`src/rtl/datapath_pkg.sv`:
```
// Shared types and constants for the registered ALU datapath.
// Optional signed-overflow output is enabled with DATAPATH_OVF_EN.
package datapath_pkg;

    localparam int DATAPATH_N = 16;

    typedef enum logic [2:0] {
        OP_ADD  = 3'b000,
        OP_SUB  = 3'b001,
        OP_AND  = 3'b010,
        OP_OR   = 3'b011,
        OP_XOR  = 3'b100,
        OP_SHL  = 3'b101,
        OP_ASR  = 3'b110,
        OP_PASS = 3'b111
    } opcode_e;

    function automatic logic is_arith(input opcode_e op);
        return (op == OP_ADD) || (op == OP_SUB);
    endfunction

endpackage

```
`src/rtl/datapath_alu.sv`:
```
// Purely combinational operation logic for the datapath.
// With DATAPATH_OVF_EN defined, a signed overflow output is also produced.
module datapath_alu
    import datapath_pkg::*;
#(
    parameter int N = DATAPATH_N
) (
    input  logic [N-1:0] A,
    input  logic [N-1:0] B,
    input  logic [2:0]   opcode,
`ifdef DATAPATH_OVF_EN
    output logic         overflow,
`endif
    output logic [N-1:0] result,
    output logic         carry
);

    opcode_e      op;
    logic [N:0]   sum_ext;
    logic [N:0]   diff_ext;
    logic         add_ovf;
    logic         sub_ovf;

    assign op = opcode_e'(opcode);

    // Zero-extended arithmetic: bit N is the unsigned carry (add) or borrow (sub).
    assign sum_ext  = {1'b0, A} + {1'b0, B};
    assign diff_ext = {1'b0, A} - {1'b0, B};

    assign add_ovf = (A[N-1] == B[N-1]) && (sum_ext[N-1]  != A[N-1]);
    assign sub_ovf = (A[N-1] != B[N-1]) && (diff_ext[N-1] != A[N-1]);

    always_comb begin
        result = '0;
        carry  = 1'b0;
        case (op)
            OP_ADD: begin
                result = sum_ext[N-1:0];
                carry  = sum_ext[N];
            end
            OP_SUB: begin
                result = diff_ext[N-1:0];
                carry  = diff_ext[N];
            end
            OP_AND:  result = A & B;
            OP_OR:   result = A | B;
            OP_XOR:  result = A ^ B;
            OP_SHL: begin
                result = {A[N-2:0], 1'b0};
                carry  = A[N-1];
            end
            OP_ASR: begin
                result = {A[N-1], A[N-1:1]};
                carry  = A[0];
            end
            OP_PASS: result = B;
            default: begin
                result = '0;
                carry  = 1'b0;
            end
        endcase
    end

`ifdef DATAPATH_OVF_EN
    always_comb begin
        overflow = 1'b0;
        if (is_arith(op)) begin
            overflow = (op == OP_ADD) ? add_ovf : sub_ovf;
        end
    end
`else
    logic unused_ovf;
    assign unused_ovf = add_ovf ^ sub_ovf;
`endif

endmodule

```
`src/rtl/datapath.sv`:
```
// Registered ALU datapath: one-cycle latency, results held while in_valid is low.
// Define DATAPATH_OVF_EN to add the registered signed-overflow output ovf.
module datapath
    import datapath_pkg::*;
#(
    parameter int N = DATAPATH_N
) (
    input  logic         clk,
    input  logic         rst_n,
    input  logic [N-1:0] A,
    input  logic [N-1:0] B,
    input  logic [2:0]   opcode,
    input  logic         in_valid,
    output logic [N-1:0] Y,
    output logic         co,
`ifdef DATAPATH_OVF_EN
    output logic         ovf,
`endif
    output logic         out_valid
);

    logic [N-1:0] alu_result;
    logic         alu_carry;

    logic [N-1:0] y_d,     y_q;
    logic         co_d,    co_q;
    logic         valid_d, valid_q;

`ifdef DATAPATH_OVF_EN
    logic         alu_ovf;
    logic         ovf_d,   ovf_q;
`endif

    datapath_alu #(
        .N (N)
    ) u_alu (
        .A        (A),
        .B        (B),
        .opcode   (opcode),
`ifdef DATAPATH_OVF_EN
        .overflow (alu_ovf),
`endif
        .result   (alu_result),
        .carry    (alu_carry)
    );

    // Results are only loaded on a capture; otherwise the last result is held.
    always_comb begin
        y_d     = y_q;
        co_d    = co_q;
        valid_d = in_valid;
        if (in_valid) begin
            y_d  = alu_result;
            co_d = alu_carry;
        end
    end

    always_ff @(posedge clk or negedge rst_n) begin
        if (!rst_n) begin
            y_q     <= '0;
            co_q    <= 1'b0;
            valid_q <= 1'b0;
        end else begin
            y_q     <= y_d;
            co_q    <= co_d;
            valid_q <= valid_d;
        end
    end

`ifdef DATAPATH_OVF_EN
    always_comb begin
        ovf_d = ovf_q;
        if (in_valid) begin
            ovf_d = alu_ovf;
        end
    end

    always_ff @(posedge clk or negedge rst_n) begin
        if (!rst_n) begin
            ovf_q <= 1'b0;
        end else begin
            ovf_q <= ovf_d;
        end
    end

    assign ovf = ovf_q;
`endif

    assign Y         = y_q;
    assign co        = co_q;
    assign out_valid = valid_q;

endmodule

```
`config.mk`:
```
export PLATFORM = sky130hd
export DESIGN_NAME = datapath
export DESIGN_NICKNAME = d
export VERILOG_FILES = /design/src/rtl/datapath_pkg.sv /design/src/rtl/datapath_alu.sv /design/src/rtl/datapath.sv
export SDC_FILE = /design/constraint.sdc
export NUM_CORES = 1
export LEC_CHECK = 0
export CORE_ASPECT_RATIO = 0.6
export CORE_MARGIN = 2
export CORE_UTILIZATION = 40
export CTS_CLUSTER_DIAMETER = 80
export DETAILED_ROUTE_END_ITERATION = 7
export MAX_ROUTING_LAYER = met4
export PLACE_DENSITY_LB_ADDON = 0.1
export RECOVER_POWER = 25
export SLEW_MARGIN = 20
export SYNTH_ARGS = -nofsm -noshare
export SYNTH_HDL_FRONTEND = slang
export SYNTH_SLANG_ARGS = --single-unit
export TNS_END_PERCENT = 100
```
`constraint.sdc`:
```
create_clock -name clk -period 2.4 [get_ports clk]
set_input_delay 0.72 -clock clk [delete_from_list [all_inputs] [get_ports clk]]
set_output_delay 0.72 -clock clk [all_outputs]
set_load 0.01 [all_outputs]
```
Word-level counts from Yosys, hierarchy flattened
Index checks and enable logic that the tools add are counted.
{"block": "totals", "out_inout_bits": 18, "elab_cells": 18, "ff_bits": 18, "inputBits": 38}
{"block": "classes", "n_mux": 2, "n_bitwise": 3, "add_sub_neg": 2, "n_reduce_logical": 1, "n_eq_ne": 7}
{"cell": "16-bit one-hot mux with 8 select lines", "n": 1}
{"cell": "16-bit by 16-bit adder with 17-bit output", "n": 1}
{"cell": "16-bit by 16-bit subtractor with 17-bit output", "n": 1}
{"cell": "16-bit bitwise AND", "n": 1}
{"cell": "16-bit bitwise OR", "n": 1}
{"cell": "16-bit bitwise XOR", "n": 1}
{"cell": "3-bit equality test (second input constant)", "n": 4}
{"cell": "3-bit by 2-bit equality test with 1-bit output (second input constant)", "n": 2}
{"cell": "1-bit one-hot mux with 4 select lines", "n": 1}
{"cell": "3-bit by 1-bit equality test with 1-bit output (second input constant)", "n": 1}
{"cell": "3-bit zero test", "n": 1}

Depth between registers and ports, before layout
Gate-level depths: netlist of run 1.
{"block": "logic_depth", "depth_word": 2, "mapped_depth": 10, "depth_no_buf": 10}

Modules after synthesis
From an unflattened synthesis of run 1, not the netlist that was laid out.
{"block": "unflattened", "cells_unflattened": 479, "area_unflattened_um2": 3709.8}
{"module": "datapath_alu", "n_inst": 1, "seq_area_each_um2": 0.0, "cells_per_inst": 442, "area_per_inst_um2": 2999.1}
{"module": "datapath", "n_inst": 1, "seq_area_each_um2": 450.4, "cells_per_inst": 37, "area_per_inst_um2": 710.7}

Worst setup path after synthesis of run 1
Ideal clock, no wire load.
{"block": "synth_path", "kind": "input-to-reg", "start": "in A[0]", "end": "reg y_q[10] (netlist: Y[10])", "path_buffers": 0, "arrival_ps": 2537, "t_required_ps": 2252, "setup_slack_ps": -284, "cell_stages": 10, "setup_ps": 148, "path_cell_list": "inv_1 -> ha_1 -> fa_1 -> nor2_1 -> o311a_1 -> o311ai_0 -> a211oi_1 -> mux2i_1 -> o32ai_1 -> a31oi_1"}
{"block": "synth_via", "elab_chain_cells": 2, "elab_cells_between_ends": 3, "classes_between": "2 x add/sub; 1 x mux"}
{"item": "start, declared", "line": "datapath.sv:10", "source": "input logic [N-1:0] A,"}
{"item": "16-bit by 16-bit subtractor with 17-bit output or 16-bit by 16-bit adder with 17-bit output (tied branches)", "line": "datapath_alu.sv:28, datapath_alu.sv:27"}
{"item": "16-bit one-hot mux with 8 select lines (*)", "line": "datapath_alu.sv:36", "source": "case (op)"}
{"item": "end signal, assigned", "line": "datapath.sv:64", "source": "y_q <= y_d;"}
{"item": "end, declared", "line": "datapath.sv:25", "source": "logic [N-1:0] y_d, y_q;"}
Mark *: on every way between the ends. The rest lies on a longest branch, timed or not.
A chain may end at the register's enable or synchronous reset.

Final worst setup path of run 1
{"block": "layout_path", "start": "in A[7]", "end": "reg co_q (netlist: co)"}
{"block": "layout_via", "elab_chain_cells": 2, "elab_cells_between_ends": 3, "classes_between": "2 x add/sub; 1 x mux"}
{"item": "16-bit by 16-bit subtractor with 17-bit output or 16-bit by 16-bit adder with 17-bit output (tied branches)", "line": "datapath_alu.sv:28, datapath_alu.sv:27"}
{"item": "1-bit one-hot mux with 4 select lines (*)", "line": "datapath_alu.sv:36"}
{"item": "end signal, assigned", "line": "datapath.sv:65", "source": "co_q <= co_d;"}
{"item": "end, declared", "line": "datapath.sv:26", "source": "logic co_d, co_q;"}
Marks and branches as above.

==> impl_metrics.tcl, run 1 <==
set metrics [dict create \
    hpwlAfterDp_um 12400 \
    route.detailed.drc 0 \
    worstPathRequired_ns 2.59 \
    grtUsageTotal_pct 33.3 \
    clk_pin_slew_ns 0.07 \
    gp_congestion 0.977 \
    holdPathStages 2 \
    switching_share_pct 40.8 \
    crit_type "primary input to flop" \
    arrival_ns 2.68 \
    postCtsHoldBufs 0 \
    post-route-util_pct 73.6 \
    slew_violations 0 \
    port_buffers 55 \
    cp-startpoint "A[7]" \
    ys.flop_type "dfrtp_1" \
    avgSynthCellArea_sq_um 7.25 \
    yosysWarnings 0 \
    fp.dieW_um 126 \
    switchingPower_uw 927 \
    dr.pass1.iters 5 \
    relSlewSlack_pct 5.60 \
    rows 26 \
    fin_ws_ns -0.0975 \
    viasPerCell 5.73 \
    power_frac_comb_pct 64.8 \
    synth_cell_types 61 \
    min_path_type "flop to flop" \
    power_frac_clock_pct 18.5 \
    status "complete, but fails checks" \
    tightest_slew_ns 1.42 \
    cts-root-buf "clkbuf_16" \
    path_max_fanout 2 \
    core_area_sq_um 8590 \
    ant_nets 0 \
    grt_overflow_total 0 \
    fin_crit_ns 2.50 \
    grt_pass1_vias 4419 \
    h-tree-depth 1 \
    ys_async_sr_fraction_pct 100 \
    die_y_um 77.2 \
    insertion_delay_ns 0.26 \
    seq_area_frac_synth_pct 12.6 \
    clock.fmax_mhz 400 \
    rr_endpoint "Y[8]" \
    n_fill_cell 694 \
    syn-cell-area_sq_um 3580 \
    synth_edf_count 0 \
    finClkSkew_ns 0 \
    die_area_sq_um 9740 \
    synth_top_area_share_pct 16.8 \
    synth_area_leaders "ha_1 (17%), dfrtp_1 (13%), a21oi_1 (7.0%)" \
    cts_tree "yes" \
    hold_start "Y[6]" \
    irDropWorstVdd_v 0.000269 \
    endpoint_kind "flop" \
    io_pins 56 \
    synth_cells 493 \
    p_seq_share_pct 16.7 \
    final_layout_size_suffix_gt1_share_pct 45.4 \
    cts_made_buffers 3 \
    p_int_mw 1.35 \
    antenna_found_initial 0 \
    total_power_mw 2.27 \
    violations "negative setup slack" \
    setup_viol 6 \
    endpoint "co" \
    grt_first_pass_wirelength_um 24700 \
    ys_ff_latch 18 \
    max_cap_viol_count 0 \
    grt_setup_unrepaired "yes" \
    routed_wl_um 15900 \
    fin_nets 787 \
    min_period_over_period_pct 104 \
    vias 4640 \
    clockBufferDepth 2 \
    synth_top_cell_by_area "ha_1" \
    cts.sinks 18 \
    rrSetupSlack_ns 1.44 \
    wl_per_cell_um 19.7 \
    r2r_cells 2 \
    p_per_area_nw_per_um2 360 \
    start_util_pct 41.6 \
    synth_fp_nets 581 \
    antenna_cells 0 \
    area_growth_pct 76.7 \
    hold_viol 0 \
    seq_area_sq_um 450 \
    multi_input_area_sq_um 3460 \
    p_leak_nw 2.83 \
    drt_iter0_markers 513 \
    grt_max_degree 19 \
    r2r-start "Y[8]" \
    cp-start-kind "primary input" \
]
==> per-stage QoR <==
| stage | hold WS, ns | TNS (ns) | worst slack [ns] | area (sq um) | cells |
|---|---|---|---|---|---|
| finish | 0.503 | -0.315 | -0.0975 | 6320 | 810 |
| global route | 0.528 | -0.871 | -0.159 | 6320 | 810 |
| CTS | 0.505 | -0.686 | -0.210 | 6120 | 809 |
| detailed placement | 0.477 | -11.06 | -0.926 | 5530 | 796 |
| global placement | 0.477 | -10.74 | -0.854 | 5530 | 796 |
| floorplan | 0.424 | -0.439 | -0.134 | 3710 | 493 |
==> cells in the mapped netlist, types with 3 or more instances <==
| cell | instances |
|---|---|
| a211oi_1 | 10 |
| o21a_1 | 3 |
| xnor2_1 | 14 |
| o221ai_1 | 3 |
| inv_1 | 59 |
| o21bai_1 | 3 |
| a31oi_1 | 10 |
| a21oi_1 | 50 |
| buf_2 | 4 |
| o21ai_0 | 44 |
| o311a_1 | 3 |
| nor3_1 | 6 |
| mux4_2 | 7 |
| nand3_1 | 6 |
| o31ai_1 | 4 |
| nand2b_1 | 8 |
| dfrtp_1 | 18 |
| mux2i_1 | 12 |
| a21o_1 | 4 |
| nand2_1 | 43 |
| a221oi_1 | 7 |
| o311ai_0 | 4 |
| mux2_2 | 5 |
| nor4_1 | 4 |
| nor2_1 | 46 |
| clkbuf_1 | 17 |
| o211ai_1 | 5 |
| ha_1 | 48 |
| buf_1 | 8 |
==> area by class of cell <==
cell class	count	area share [%]
Multi-Input combinational cell	386	54.7
Timing Repair Buffer	231	30.4
Sequential cell	18	7.13
Inverter	59	4.14
Tap cell	112	2.22
Clock buffer	4	1.41
==> kinds of logic (layout without fill, tap and decap cells) <==
logic type / count (synthesis) / after routing / share of synthesized area [%]
AO/OA/AOI/OAI: 172 / 172 / 31.2
XOR/XNOR: 16 / 16 / 3.92
adder cells (fa/ha/maj): 50 / 50 / 17.9
buffers and inverters: 89 / 294 / 9.69
flip-flops: 18 / 18 / 12.6
multiplexers: 24 / 24 / 9.34
AND/OR/NAND/NOR: 124 / 124 / 15.4
==> routing by layer <==
metal  part of all wire (%)  GRT usage, %  wire length [um]
met1                     48          50.0              7680
met4                   0.71          3.30               113
met3                     11          7.12              1720
met5                      0             -                 0
met2                     40          46.8              6430
==> cell usage in the layout (no fill, tap or decap), types with 5 or more instances in the layout <==
cell	n
dlygate4sd2_1	13
a211oi_1	5
nand2b_1	6
mux4_2	7
nand2_1	42
dlymetal6s2s_1	5
xnor2_1	11
o21ai_0	35
nor2_1	41
mux2i_1	12
a21oi_1	35
ha_1	19
dfrtp_1	18
ha_2	5
a21oi_2	11
nand3_1	5
o21ai_1	8
mux2_2	5
a221oi_1	6
buf_4	165
inv_2	21
nor3_1	6
a31oi_1	10
inv_1	32
clkdlybuf4s50_1	22
buf_6	10
ha_4	24
o211ai_1	5
==> how the worst min path moves through the flow <==
stage / endpoint
after floorplan: Y[0]
after global placement: Y[6]
after detailed placement: Y[6]
after CTS: Y[6]
after global routing: Y[2]
final: Y[6]
==> what timing repair did <==
item,in CTS,in global routing
pin swaps,52,36
gates resized for setup,164,57
setup endpoints to repair,16,12
setup buffers,9,4
==> flip-flops by register name, summed over array words and instances, names as in the netlist <==
name       cells
out_valid      1
Y             16
co             1
==> power groups by stage <==
stage	registers (mW)	clock network, mW	logic (mW)
2_1_floorplan	0.398	0	0.567
3_3_place_gp	0.381	0	1.23
3_5_place_dp	0.383	0	1.24
4_1_cts	0.377	0.420	1.37
5_1_grt	0.383	0.434	1.57
6_report	0.378	0.422	1.47
==> worst max-delay path, cell delays in order <==
cell      delay (ns)
buf_12          0.09
inv_12          0.03
ha_4            0.27
nor2b_4         0.04
or4_1           0.52
o2111a_2        0.32
a21oi_4         0.20
o41ai_2         0.08
a211o_1         0.27
a31oi_1         0.13
Note: power is estimated with default switching activity, not from simulation.
==> run 2: changes to the inputs <==
Settings changed: MAX_ROUTING_LAYER met4 to unset.
==> impl_metrics.tcl, run 2 (same netlist as run 1, synthesis figures left out) <==
set metrics [dict create \
    m1WireLength_um 7790 \
    cts_tree "yes" \
    worstPathRequired_ns 2.59 \
    wl_per_cell_um 19.8 \
    antenna_found_initial 0 \
    area_growth_pct 81.7 \
    top_layer_used "met4" \
    fin_ws_ns -0.126 \
    min_path_type "flop to flop" \
    io_pins 56 \
    core_area_sq_um 8590 \
    viasPerCell 5.83 \
    die_y_um 77.2 \
    p_per_area_nw_per_um2 360 \
    grt_overflow_total 0 \
    clk_pin_slew_ns 0.07 \
    status "complete, but fails checks" \
    finClkSkew_ns 0 \
    rows 26 \
    insertion_delay_ns 0.26 \
    n_fill_cell 649 \
    cts-root-buf "clkbuf_16" \
    routed_wl_um 16300 \
    cp-start-kind "primary input" \
    arrival_ns 2.72 \
    fin_crit_ns 2.53 \
    ant_nets 0 \
    setup_viol 8 \
    gp_congestion 0.966 \
    grtUsageTotal_pct 33.0 \
    relSlewSlack_pct 12.9 \
    max_cap_viol_count 0 \
    layout_commonest_cell "buf_4" \
    hold_viol 0 \
    grt_max_degree 33 \
    layoutNonFillerInstCount 824 \
    tightest_slew_ns 1.31 \
    drt_iter0_markers 481 \
    start_util_pct 41.6 \
    die_area_sq_um 9740 \
    hpwlAfterDp_um 12000 \
    wl_met3_um 1590 \
    grt_first_pass_wirelength_um 25200 \
    fin_hold_ws_ns 0.507 \
    grt_setup_unrepaired "yes" \
    cts_made_buffers 3 \
    port_buffers 55 \
    largest_reg_flops 16 \
    path_max_fanout 2 \
    vias 4800 \
    cts.sinks 18 \
    grt_pass1_vias 4640 \
    crit_type "primary input to flop" \
    min_period_over_period_pct 105 \
    final_layout_size_suffix_gt1_share_pct 48.3 \
    clock.fmax_mhz 396 \
    antenna_cells 0 \
    clockBufferDepth 2 \
    place_inst 798 \
    p_leak_nw 2.91 \
    fin_nets 801 \
    dr.pass1.iters 7 \
    place_area_sq_um 5550 \
    slew_violations 0 \
    layout_common_cells "buf_4 (174), nor2_1 (42), nand2_1 (41)" \
    violations "negative setup slack" \
    h-tree-depth 1 \
    fin_area_sq_um 6500 \
    irDropWorstVdd_v 0.000268 \
    wl_met2_um 6710 \
    fp.dieW_um 126 \
    endpoint_kind "flop" \
    route.detailed.drc 0 \
]
==> run 2: cell types whose count changed in the layout (fill, tap and decap cells not counted), sizes merged <==
cell | before | now
clkbuf | 7 | 8
dlymetal6s2s | 5 | 3
buf | 185 | 200
inv | 57 | 58
clkinvlp | 2 | 1
==> run 2: worst max-delay path, cell delays in order <==
cell and delay [ns]:
buf_12 0.11, buf_6 0.12, ha_4 0.15, or4_4 0.52, o2111a_2 0.32, a21oi_2 0.28, buf_4 0.17, xnor2_1 0.11
nand2_1 0.07, a31oi_1 0.15
==> run 2: final timing paths <==
kind	to	slack (ns)	cells after the start	from
worst max-delay path	Y[12]	-0.13	10	A[7]
worst min-delay path	Y[5]	0.51	2	Y[5]
worst max register to register	Y[8]	1.45	2	Y[8]
worst min register to register	Y[5]	0.51	2	Y[5]
max in group asynchronous	Y[14]	0.36	2	rst_n
min in group asynchronous	Y[5]	1.26	2	rst_n
==> run 2: metal layers <==
layer,GRT usage [%],vias to the layer above
li1,-,2213
met1,49.3,2351
met2,47.6,218
met3,9.00,18
met4,5.16,0
met5,0,-
==> run 2: report_power, final <==
| part | internal [mW] | switching, mW | leakage, nW |
|---|---|---|---|
| Clock | 0.256 | 0.160 | 0.0442 |
| Sequential | 0.348 | 0.0318 | 0.209 |
| Combinational | 0.784 | 0.759 | 2.66 |
==> run 2: final cells by class <==
cell class / count / area, sq um / share of cell area [%]
Tap cell: 112 / 140 / 2.16
Multi-Input combinational cell: 386 / 3530 / 54.4
Sequential cell: 18 / 450 / 6.93
Clock buffer: 4 / 88.8 / 1.37
Timing Repair Buffer: 245 / 2030 / 31.2
Inverter: 59 / 258 / 3.97
==> run 2: timing repair <==
| item | CTS | global route |
|---|---|---|
| hold buffers | 0 | 0 |
| pin swaps | 42 | 32 |
| endpoints found under the setup margin | 16 | 14 |
| endpoints found under the hold margin | 0 | 0 |
| gates resized for setup | 188 | 57 |
| setup buffers | 19 | 5 |
==> run 2: metrics by stage <==
stage | setup WS (ns) | power (mW) | setup TNS (ns) | util, %
final | -0.126 | 2.34 | -0.588 | 75.7
after global routing | -0.179 | 2.46 | -1.17 | 75.7
after CTS | -0.242 | 2.22 | -0.721 | 73.3
after detailed placement | -0.893 | 1.62 | -10.96 | 64.7
after global placement | -0.841 | 1.61 | -10.53 | 64.7
after floorplan | -0.134 | 0.965 | -0.439 | -
